[src/rtl/ps2_pkg.sv]
// Shared constants, FSM state type and event record for the PS/2 scan-code sequencer.
package ps2_pkg;

    // Scan-code prefixes
    localparam logic [7:0] PS2_EXT = 8'hE0;
    localparam logic [7:0] PS2_BRK = 8'hF0;

    // Controller/keyboard housekeeping bytes that never form part of a key event
    localparam int unsigned PS2_NUM_IGNORED = 8;
    localparam logic [7:0] PS2_IGNORED [PS2_NUM_IGNORED] = '{
        8'h00, 8'hAA, 8'hEE, 8'hFA, 8'hFC, 8'hFD, 8'hFE, 8'hFF
    };

    // Prefix-tracking states
    typedef enum logic [1:0] {
        StIdle,
        StExt,
        StBrk,
        StExtBrk
    } ps2_state_e;

    // Decoded event, prefixes stripped
    typedef struct packed {
        logic       ext;
        logic       brk;
        logic [7:0] code;
    } ps2_evt_t;

    function automatic logic ps2_is_ignored(input logic [7:0] b);
        logic hit;
        hit = 1'b0;
        for (int i = 0; i < int'(PS2_NUM_IGNORED); i++) begin
            if (b == PS2_IGNORED[i]) hit = 1'b1;
        end
        return hit;
    endfunction

endpackage

[src/rtl/ps2_evt_fifo.sv]
// Synchronous event FIFO with level/full/empty and same-cycle push+pop at any level.
module ps2_evt_fifo
    import ps2_pkg::*;
#(
    parameter int unsigned FIFO_DEPTH = 8
) (
    input  logic                        i_clk,
    input  logic                        i_clr,
    input  logic                        i_push,
    input  ps2_evt_t                    i_data,
    input  logic                        i_pop,
    output ps2_evt_t                    o_head,
    output logic [$clog2(FIFO_DEPTH):0] o_level,
    output logic                        o_full,
    output logic                        o_empty
);

    localparam int unsigned AW = $clog2(FIFO_DEPTH);
    localparam logic [AW:0] LEVEL_FULL = (AW + 1)'(FIFO_DEPTH);

    ps2_evt_t    r_mem [FIFO_DEPTH];
    logic [AW-1:0] r_wr_ptr;
    logic [AW-1:0] r_rd_ptr;
    logic [AW:0]   r_level;

    logic w_do_pop;
    logic w_do_push;

    // A full FIFO still accepts a push when the head leaves in the same cycle
    always_comb begin
        o_empty   = (r_level == '0);
        o_full    = (r_level == LEVEL_FULL);
        w_do_pop  = i_pop && !o_empty;
        w_do_push = i_push && (!o_full || w_do_pop);
        o_level   = r_level;
        o_head    = o_empty ? '0 : r_mem[r_rd_ptr];
    end

    // Storage array; contents need no reset since the pointers define validity
    always_ff @(posedge i_clk) begin
        if (w_do_push) r_mem[r_wr_ptr] <= i_data;
    end

    // Pointer and level bookkeeping; pointers wrap naturally at the power-of-2 depth
    always_ff @(posedge i_clk) begin
        if (i_clr) begin
            r_wr_ptr <= '0;
            r_rd_ptr <= '0;
            r_level  <= '0;
        end else begin
            if (w_do_push) r_wr_ptr <= r_wr_ptr + 1'b1;
            if (w_do_pop)  r_rd_ptr <= r_rd_ptr + 1'b1;
            if (w_do_push && !w_do_pop)      r_level <= r_level + 1'b1;
            else if (w_do_pop && !w_do_push) r_level <= r_level - 1'b1;
        end
    end

endmodule

[src/rtl/ps2_scan_ctrl.sv]
// PS/2 scan-code sequencer: prefix FSM with timeout, held-key bitmap, event FIFO.
module ps2_scan_ctrl
    import ps2_pkg::*;
#(
    parameter int unsigned FIFO_DEPTH = 8,
    parameter int unsigned TIMEOUT    = 500000
) (
    input  logic                        i_clk,
    input  logic                        i_clr,
    input  logic [7:0]                  i_byte_data,
    input  logic                        i_byte_valid,
    input  logic                        i_evt_ready,
    output logic                        o_evt_valid,
    output logic [7:0]                  o_evt_code,
    output logic                        o_evt_ext,
    output logic                        o_evt_brk,
    output logic [$clog2(FIFO_DEPTH):0] o_fifo_level,
    output logic [7:0]                  o_held_count,
    output logic                        o_overflow,
    output logic                        o_seq_err
);

    localparam int unsigned TW = (TIMEOUT > 2) ? $clog2(TIMEOUT) : 1;
    localparam logic [TW-1:0] TMO_LAST = TW'(TIMEOUT - 1);

    ps2_state_e r_state;
    logic [TW-1:0] r_timer;
    logic          r_seq_err;
    logic          r_overflow;
    logic          r_push;
    ps2_evt_t      r_push_evt;
    logic [255:0]  r_held;
    logic [7:0]    r_held_count;

    ps2_state_e w_next_state;
    ps2_evt_t   w_evt;
    logic       w_emit;
    logic       w_err;
    logic       w_ignored;
    logic       w_is_ext;
    logic       w_is_brk;
    logic       w_tracked;
    logic [7:0] w_idx;
    logic       w_held_bit;
    logic       w_repeat;
    logic       w_push;
    ps2_evt_t   w_head;
    logic       w_full;
    logic       w_empty;
    logic       w_pop;

    // Classify the incoming byte and decide the FSM step and any event it produces
    always_comb begin
        w_ignored    = ps2_is_ignored(i_byte_data);
        w_is_ext     = (i_byte_data == PS2_EXT);
        w_is_brk     = (i_byte_data == PS2_BRK);
        w_next_state = r_state;
        w_err        = 1'b0;
        w_emit       = 1'b0;
        w_evt        = '{ext: 1'b0, brk: 1'b0, code: i_byte_data};
        unique case (r_state)
            StIdle: begin
                if (w_is_ext)      w_next_state = StExt;
                else if (w_is_brk) w_next_state = StBrk;
                else if (!w_ignored) w_emit = 1'b1;
            end
            StExt: begin
                if (w_is_brk) begin
                    w_next_state = StExtBrk;
                end else if (w_is_ext) begin
                    w_next_state = StExt;
                    w_err        = 1'b1;
                end else if (w_ignored) begin
                    w_next_state = StIdle;
                    w_err        = 1'b1;
                end else begin
                    w_next_state = StIdle;
                    w_emit       = 1'b1;
                    w_evt.ext    = 1'b1;
                end
            end
            StBrk, StExtBrk: begin
                w_next_state = StIdle;
                if (w_is_ext || w_is_brk || w_ignored) begin
                    w_err = 1'b1;
                end else begin
                    w_emit    = 1'b1;
                    w_evt.brk = 1'b1;
                    w_evt.ext = (r_state == StExtBrk);
                end
            end
            default: w_next_state = StIdle;
        endcase
    end

    // Bitmap lookup; codes with bit 7 set share no slot and are never tracked
    always_comb begin
        w_tracked  = !i_byte_data[7];
        w_idx      = {w_evt.ext, i_byte_data[6:0]};
        w_held_bit = r_held[w_idx];
        w_repeat   = !w_evt.brk && w_tracked && w_held_bit;
        w_push     = i_byte_valid && w_emit && !w_repeat;
    end

    // Prefix FSM, timeout counter, sticky sequence error and the registered push request
    always_ff @(posedge i_clk) begin
        if (i_clr) begin
            r_state    <= StIdle;
            r_timer    <= '0;
            r_seq_err  <= 1'b0;
            r_push     <= 1'b0;
            r_push_evt <= '0;
        end else begin
            r_push     <= w_push;
            r_push_evt <= w_evt;
            if (i_byte_valid) begin
                r_state <= w_next_state;
                r_timer <= '0;
                if (w_err) r_seq_err <= 1'b1;
            end else if (r_state != StIdle) begin
                if (r_timer == TMO_LAST) begin
                    r_state   <= StIdle;
                    r_timer   <= '0;
                    r_seq_err <= 1'b1;
                end else begin
                    r_timer <= r_timer + 1'b1;
                end
            end else begin
                r_timer <= '0;
            end
        end
    end

    // Held-key bitmap and saturating held-key counter
    always_ff @(posedge i_clk) begin
        if (i_clr) begin
            r_held       <= '0;
            r_held_count <= '0;
        end else if (i_byte_valid && w_emit && w_tracked) begin
            if (!w_evt.brk && !w_held_bit) begin
                r_held[w_idx] <= 1'b1;
                if (r_held_count != 8'hFF) r_held_count <= r_held_count + 8'd1;
            end else if (w_evt.brk && w_held_bit) begin
                r_held[w_idx] <= 1'b0;
                if (r_held_count != 8'h00) r_held_count <= r_held_count - 8'd1;
            end
        end
    end

    // Sticky overflow: a push lost because the FIFO was full and nothing left
    always_ff @(posedge i_clk) begin
        if (i_clr) begin
            r_overflow <= 1'b0;
        end else if (r_push && w_full && !w_pop) begin
            r_overflow <= 1'b1;
        end
    end

    assign w_pop = !w_empty && i_evt_ready;

    ps2_evt_fifo #(
        .FIFO_DEPTH (FIFO_DEPTH)
    ) u_fifo (
        .i_clk   (i_clk),
        .i_clr   (i_clr),
        .i_push  (r_push),
        .i_data  (r_push_evt),
        .i_pop   (w_pop),
        .o_head  (w_head),
        .o_level (o_fifo_level),
        .o_full  (w_full),
        .o_empty (w_empty)
    );

    // Output mapping
    always_comb begin
        o_evt_valid  = !w_empty;
        o_evt_code   = w_head.code;
        o_evt_ext    = w_head.ext;
        o_evt_brk    = w_head.brk;
        o_held_count = r_held_count;
        o_overflow   = r_overflow;
        o_seq_err    = r_seq_err;
    end

endmodule
[config.mk]
export PLATFORM = sky130hd
export DESIGN_NAME = ps2_scan_ctrl
export DESIGN_NICKNAME = d
export VERILOG_FILES = /design/src/rtl/ps2_pkg.sv /design/src/rtl/ps2_evt_fifo.sv /design/src/rtl/ps2_scan_ctrl.sv
export SDC_FILE = /design/constraint.sdc
export NUM_CORES = 1
export LEC_CHECK = 0
export CORE_MARGIN = 3
export CORE_UTILIZATION = 65
export CTS_BUF_LIST = sky130_fd_sc_hd__clkbuf_2 sky130_fd_sc_hd__clkbuf_4 sky130_fd_sc_hd__clkbuf_8
export CTS_CLUSTER_DIAMETER = 150
export DETAILED_ROUTE_END_ITERATION = 16
export HOLD_SLACK_MARGIN = 0.02
export PLACE_DENSITY = 0.83
export SYNTH_ARGS = -nofsm -noshare
export SYNTH_HDL_FRONTEND = slang
export SYNTH_HIERARCHICAL = 1
export SYNTH_SLANG_ARGS = --single-unit
[constraint.sdc]
create_clock -name i_clk -period 9.35 [get_ports i_clk]
set_input_delay 1.87 -clock i_clk [delete_from_list [all_inputs] [get_ports i_clk]]
set_output_delay 1.87 -clock i_clk [all_outputs]
set_load 0.01 [all_outputs]
# Yosys cells after proc, flatten, opt, wreduce, memory -nomap -nowiden
# Memory sizes are Yosys's and may differ from the RTL's. A register that Yosys moved wholly into a read port is not among the register bits.
# Index checks and enable logic that the tools add are counted.
[totals] mem_bits_rw=80 wordCells=140 memories=1 output_inout_bits=25 input_bits=12 reg_bits=308
[mem_list] name="u_fifo.r_mem" depth=8 word_bits=10 read_ports=1 rd_ports_with_merged_regs=1 wr=1 line_no="ps2_evt_fifo.sv:21" rtl="ps2_evt_t r_mem [FIFO_DEPTH];"
[op_classes] bitwise=4 reduce_logical=43 add_sub_neg=7 magnitude_cmp=2 n_eq_ne=18 mux=52
[op_table] cell="$mux W256" count=2
[op_table] cell="$and A256 B256 Y256" count=1
[op_table] cell="$not A256 Y256" count=1
[op_table] cell="$or A256 B256 Y256" count=1
[op_table] cell="$eq A8 B8 Y1 const B" count=9
[op_table] cell="$mux W8" count=4
[op_table] cell="$mux W1" count=28
[op_table] cell="$add A19 B1 Y19 const B" count=1
[op_table] cell="$eq A19 B19 Y1 const B" count=1
[op_table] cell="$logic_and A1 B1 Y1" count=15
[op_table] cell="$mux W2" count=7
[op_table] cell="$reduce_bool A2 Y1" count=6
[op_table] cell="$mux W10" count=1
[op_table] cell="$logic_not A1 Y1" count=9
[op_table] cell="$lt A8 B9 Y1 const B" count=1
[op_table] cell="$add A8 B1 Y8 const B" count=1
[op_table] cell="$bmux W1 S8" count=1
[op_table] cell="$demux W1 S8" count=1
[op_table] cell="$ge A8 B1 Y1 const B" count=1
[op_table] cell="$logic_not A8 Y1" count=1
[op_table] cell="$mux W4" count=2
[op_table] cell="$ne A8 B8 Y1 const B" count=1
[op_table] cell="$reduce_bool A8 Y1" count=1
[op_table] cell="$sub A8 B1 Y8 const B" count=1
[op_table] cell="other kinds (21)" count=29

# Depth between registers and ports, before layout
[depth] ltp_word=21 depth_mapped=22 depth_no_buf=16

# Modules after synthesis
# Netlist, hierarchy kept.
[by_module_without_submodules] mod="ps2_scan_ctrl" seq_area_each_um2=5965.7 instances=1 cells_each=1609 area_per_inst_um2=15497.4
[by_module_without_submodules] mod="ps2_evt_fifo" seq_area_each_um2=2662.6 instances=1 cells_each=198 area_per_inst_um2=3668.5

# Worst setup path before layout
# Ideal clock, no wire load.
[synth_timing] path_kind="input-to-reg" from="input port i_byte_data[0]" to="register r_held_count[6], in the netlist o_held_count[6]" n_path_buf=6 slack_ns=3.247 setup_ns=0.070 arrival_ns=6.032 t_required_ns=9.280 cell_stages=21 cell_sequence="buf_6 buf_12 buf_12 buf_6 mux4_2 a22oi_1 a21oi_1 o311ai_1 a32o_2 ha_1 clkbuf_1 inv_1 clkbuf_1 ha_1 nor2b_1 o21ai_0 a21boi_0 o21a_1 o21ai_0 or3b_2 a21oi_1"
[synth_via] elab_chain_len=19 word_cells_on_any_way=43 classes_between="10 x eq/ne; 21 x mux; 12 x reduce/logical"
[synth_lines] element="start, declared" line_no="ps2_scan_ctrl.sv:10" rtl="input logic [7:0] i_byte_data,"
[synth_lines] element="$logic_not A8 Y1" line_no="ps2_pkg.sv:33" rtl="if (b == PS2_IGNORED[i]) hit = 1'b1;"
[synth_lines] element="$mux W1 (8 in a row)" line_no="ps2_pkg.sv:33"
[synth_lines] element="$mux W1" line_no="ps2_scan_ctrl.sv:65, ps2_scan_ctrl.sv:73"
[synth_lines] element="$mux W1" line_no="ps2_scan_ctrl.sv:70" rtl="end else if (w_is_ext) begin"
[synth_lines] element="$mux W1" line_no="ps2_scan_ctrl.sv:68" rtl="if (w_is_brk) begin"
[synth_lines] element="$pmux W1 S2" line_no="ps2_scan_ctrl.sv:61" rtl="unique case (r_state)"
[synth_lines] element="$bmux W1 S8" line_no="ps2_scan_ctrl.sv:100" rtl="w_held_bit = r_held[w_idx];"
[synth_lines] element="$mux W1 (implied by the code)" line_no="ps2_scan_ctrl.sv:100"
[synth_lines] element="$logic_not A1 Y1" line_no="ps2_scan_ctrl.sv:140" rtl="if (!w_evt.brk && !w_held_bit) begin"
[synth_lines] element="$logic_and A1 B1 Y1" line_no="ps2_scan_ctrl.sv:140"
[synth_lines] element="$ne A2 B1 Y1 (no source line) / $reduce_bool A2 Y1 (equally long branches)"
[synth_lines] element="$reduce_and A4 Y1 (no source line)"
[synth_lines] element="end signal, assigned" line_no="ps2_scan_ctrl.sv:142" rtl="if (r_held_count != 8'hFF) r_held_count <= r_held_count + 8'd1;"
[synth_lines] element="end signal, assigned" line_no="ps2_scan_ctrl.sv:145" rtl="if (r_held_count != 8'h00) r_held_count <= r_held_count - 8'd1;"
[synth_lines] element="end, declared" line_no="ps2_scan_ctrl.sv:33" rtl="logic [7:0] r_held_count;"
# Several ways; a longest one is shown, not always the timed one. The select of a mux whose other input is x is not followed.
# A chain may end at the register's enable or synchronous reset.

==> impl_metrics.ini <==
[run_status]
status = finished clean

[setup_path]
worstSetupStartpointType = primary input
worst_setup_path_end_kind = flip-flop
arrival_ns = 7.61
cp_slowest_cell = or2_2
startpoint = i_byte_data[2]
critPathKind = in -> reg
cp_cell_sequence = clkdlybuf4s50_1 > or2_2 > nor3_1 > or4_1 > nor3_1 > o31ai_1 > a32o_2 > ha_4 > nor3b_1 > nand4_4 > buf_4 > nor3_1 > mux2i_1 > nor2_1
cp.buffers_inverters = 2
crit_top_cell = nor3_1
crit_family = simple AND/OR/NAND/NOR gates
r2r_slack_ns = 4.59
crit_required_ns = 9.80
ff2ff_path_depth = 13
crit_path_max_incr_delay_ns = 0.94
path_depth = 14
path_max_fanout = 50

[sta]
fin_skew_ns = 0.0202
setup_violations = 0
max_slew_margin = 0.150
finalSetupTns_ns = 0
fmax_mhz = 139
post-route-min-period_ns = 7.17
period_share = 0.767
tightest_slew_ns = 1.27
finalHoldViolCount = 0
finalMaxSlewViolations = 0
grt_setup_unrepaired = false

[detailed_routing]
drtAntennaViolNets = 0
vias = 14100
vias_per_cell = 6.37
drc = 0
first_pass_iters = 5
wl_per_cell_um = 20.5
drtIter0Drc = 1379
finalWirelength_um = 45300

[synth]
syn_avg_cell_area_um2 = 10.6
ys_ff_latch = 391
synthSimpleGateAreaFrac = 0.202
synth_top_family_by_area = multiplexers
synth_edf_count = 80
syn-num-nets = 1835
synthesis.area_um2 = 19200
yosysSeqAreaShare = 0.450
synth_cell_types = 79
yosys-mux-area-fraction = 0.238
synthCells = 1807
async_flop_share = 0
synthAdderAreaFrac = 0.0118
yosysWarnings = 6
synth_xor_area_frac = 0.0114
synth_flop_cell = dfxtp_1
synth_compound_area_frac = 0.0411

[cells_and_area]
drive_above_1_share = 0.183
seq_area_um2 = 8630
multi_input_area_um2 = 9700
fillerInstances = 2000
syn_to_final_growth_pct = 9.07
final_net_count = 1799
final_cell_mix = nor2_1, dfxtp_1, mux2i_1
layout_commonest_cell = nor2_1

[clock_tree]
clock-sinks = 391
cts_setup_buffers = 0
clock_latency_ns = 0.59
cts_resized = 0
cts-buffers-inserted = 66
cts_max_path_buffers = 3
clk_pin_slew_ns = 0.06
cts_hold_buf = 0
cts_tree = built
cts_root_buf = clkbuf_8
cts_max_level = 3

[floorplan]
die_w_um = 178
dieArea_um2 = 31600
ios = 37
initial_core_util = 0.664
core_region_area_um2 = 28900
rows = 62
die_height_um = 178

[global_routing]
grtUsageMet2 = 0.485
grt_max_degree = 244
met1_usage = 0.373
grt_pass1_vias = 14100
antenna_found_initial = 0
grtUsageTotal = 0.289
globalRouteOverflowTotal = 0
met3_usage = 0.0484
grt_pass1_wl_um = 73800
busiest_layer = met2

[hold_path]
hold_class = reg -> reg

[pwr]
total_power_mw = 4.02
powerDensity_nw_per_um2 = 192
vdd_drop_max_mv = 0.127
cellLeakagePower_nw = 6.54

[place]
gp_congestion = 0.852
dp_hpwl_um = 26300
port_buffers = 36

[flow_run]
drv_cap = 0
[cell usage after synthesis (3+ instances only)]
master | n | area, um2
nor2_1 | 317 | 1190
dfxtp_1 | 311 | 6230
mux2i_1 | 281 | 2810
nor3_1 | 189 | 946
clkbuf_1 | 81 | 304
edfxtp_1 | 80 | 2400
nor3_2 | 73 | 731
mux4_2 | 66 | 1490
buf_2 | 34 | 170
buf_1 | 32 | 120
nand2_1 | 32 | 120
a21oi_1 | 30 | 150
o21ai_0 | 23 | 115
nor2b_1 | 17 | 106
or3_1 | 17 | 106
xor2_1 | 15 | 131
ha_1 | 14 | 175
nand3_1 | 12 | 60.1
buf_6 | 11 | 124
inv_1 | 10 | 37.5
xnor2_1 | 10 | 87.6
a22oi_1 | 9 | 67.6
nand2b_1 | 9 | 56.3
nand4_4 | 8 | 170
and3_1 | 7 | 43.8
buf_4 | 7 | 52.6
mux4_1 | 7 | 184
nand4_1 | 7 | 43.8
o211ai_2 | 7 | 87.6
nor4_1 | 6 | 37.5
o211ai_1 | 6 | 45.0
a31oi_1 | 4 | 25.0
and2_1 | 3 | 18.8
and4_1 | 3 | 26.3
buf_12 | 3 | 60.1
nand3b_1 | 3 | 22.5
[area by class of cell]
cell class | instances | share of cell area
clock buffers | 95 | 0.0578
inverters | 13 | 0.00233
clock inverters | 25 | 0.0119
multi-input cells | 1234 | 0.464
repair buffers | 65 | 0.0282
diodes | 1 | 0.000120
well taps | 384 | 0.0230
flip-flops and latches | 391 | 0.413
[how the worst min path moves through the flow]
stage                     depth (start not counted)               endpoint                   from
after detailed placement                          1              flip-flop              flip-flop
final                                             1              flip-flop              flip-flop
after floorplan                                   1  r_timer[0]$_SDFF_PP0_  r_timer[0]$_SDFF_PP0_
after global placement                            1  r_timer[0]$_SDFF_PP0_  r_timer[0]$_SDFF_PP0_
after CTS                                         1              flip-flop              flip-flop
after global routing                              1              flip-flop              flip-flop
[per-stage QoR]
step / util / std cells / area [um2] / hold WS [ns] / setup WS (ns)
2_1_floorplan: - / 1807 / 19200 / 0.430 / 3.25
5_1_grt: 0.724 / 2207 / 20900 / 0.476 / 2.04
4_1_cts: 0.724 / 2207 / 20900 / 0.468 / 2.38
3_3_place_gp: 0.674 / 2087 / 19400 / 0.443 / 1.85
3_5_place_dp: 0.674 / 2087 / 19400 / 0.457 / 1.77
6_report: 0.724 / 2208 / 20900 / 0.474 / 2.18
[metal layers]
layer	part of all wire	up-vias
li1	-	6439
met3	0.059	123
met1	0.41	6975
met4	0.031	0
met5	0	-
met2	0.50	528
[logic make-up (layout without fill, tap and decap cells)]
logic type                 count (synthesis)  count (layout)
and+or+nand+nor                          723             723
DFF                                      391             391
muxes                                    358             358
buffers and inverters                    182             198
AOI/OAI and AO/OA                        111             111
xor gates and xnor gates                  25              25
adders and majority gates                 17              17
other                                      0               1
[where the power goes]
| group | switching [mW] | leakage [nW] | internal, mW |
|---|---|---|---|
| registers | 0.0314 | 3.25 | 1.75 |
| logic | 0.340 | 2.53 | 0.248 |
| clock network | 0.704 | 0.761 | 0.951 |
| total | 1.07 | 6.54 | 2.94 |
[worst reg2reg max path, delay by kind of cell, from the launching register on]
family                     cells  cell delay, ns
and+or+nand+nor                7            2.44
muxes                          2            0.58
buffers and inverters          1            0.56
AOI/OAI and AO/OA              2            0.46
DFF                            1            0.36
adders and majority gates      1            0.21
Note: power is estimated with default switching activity, not from simulation.
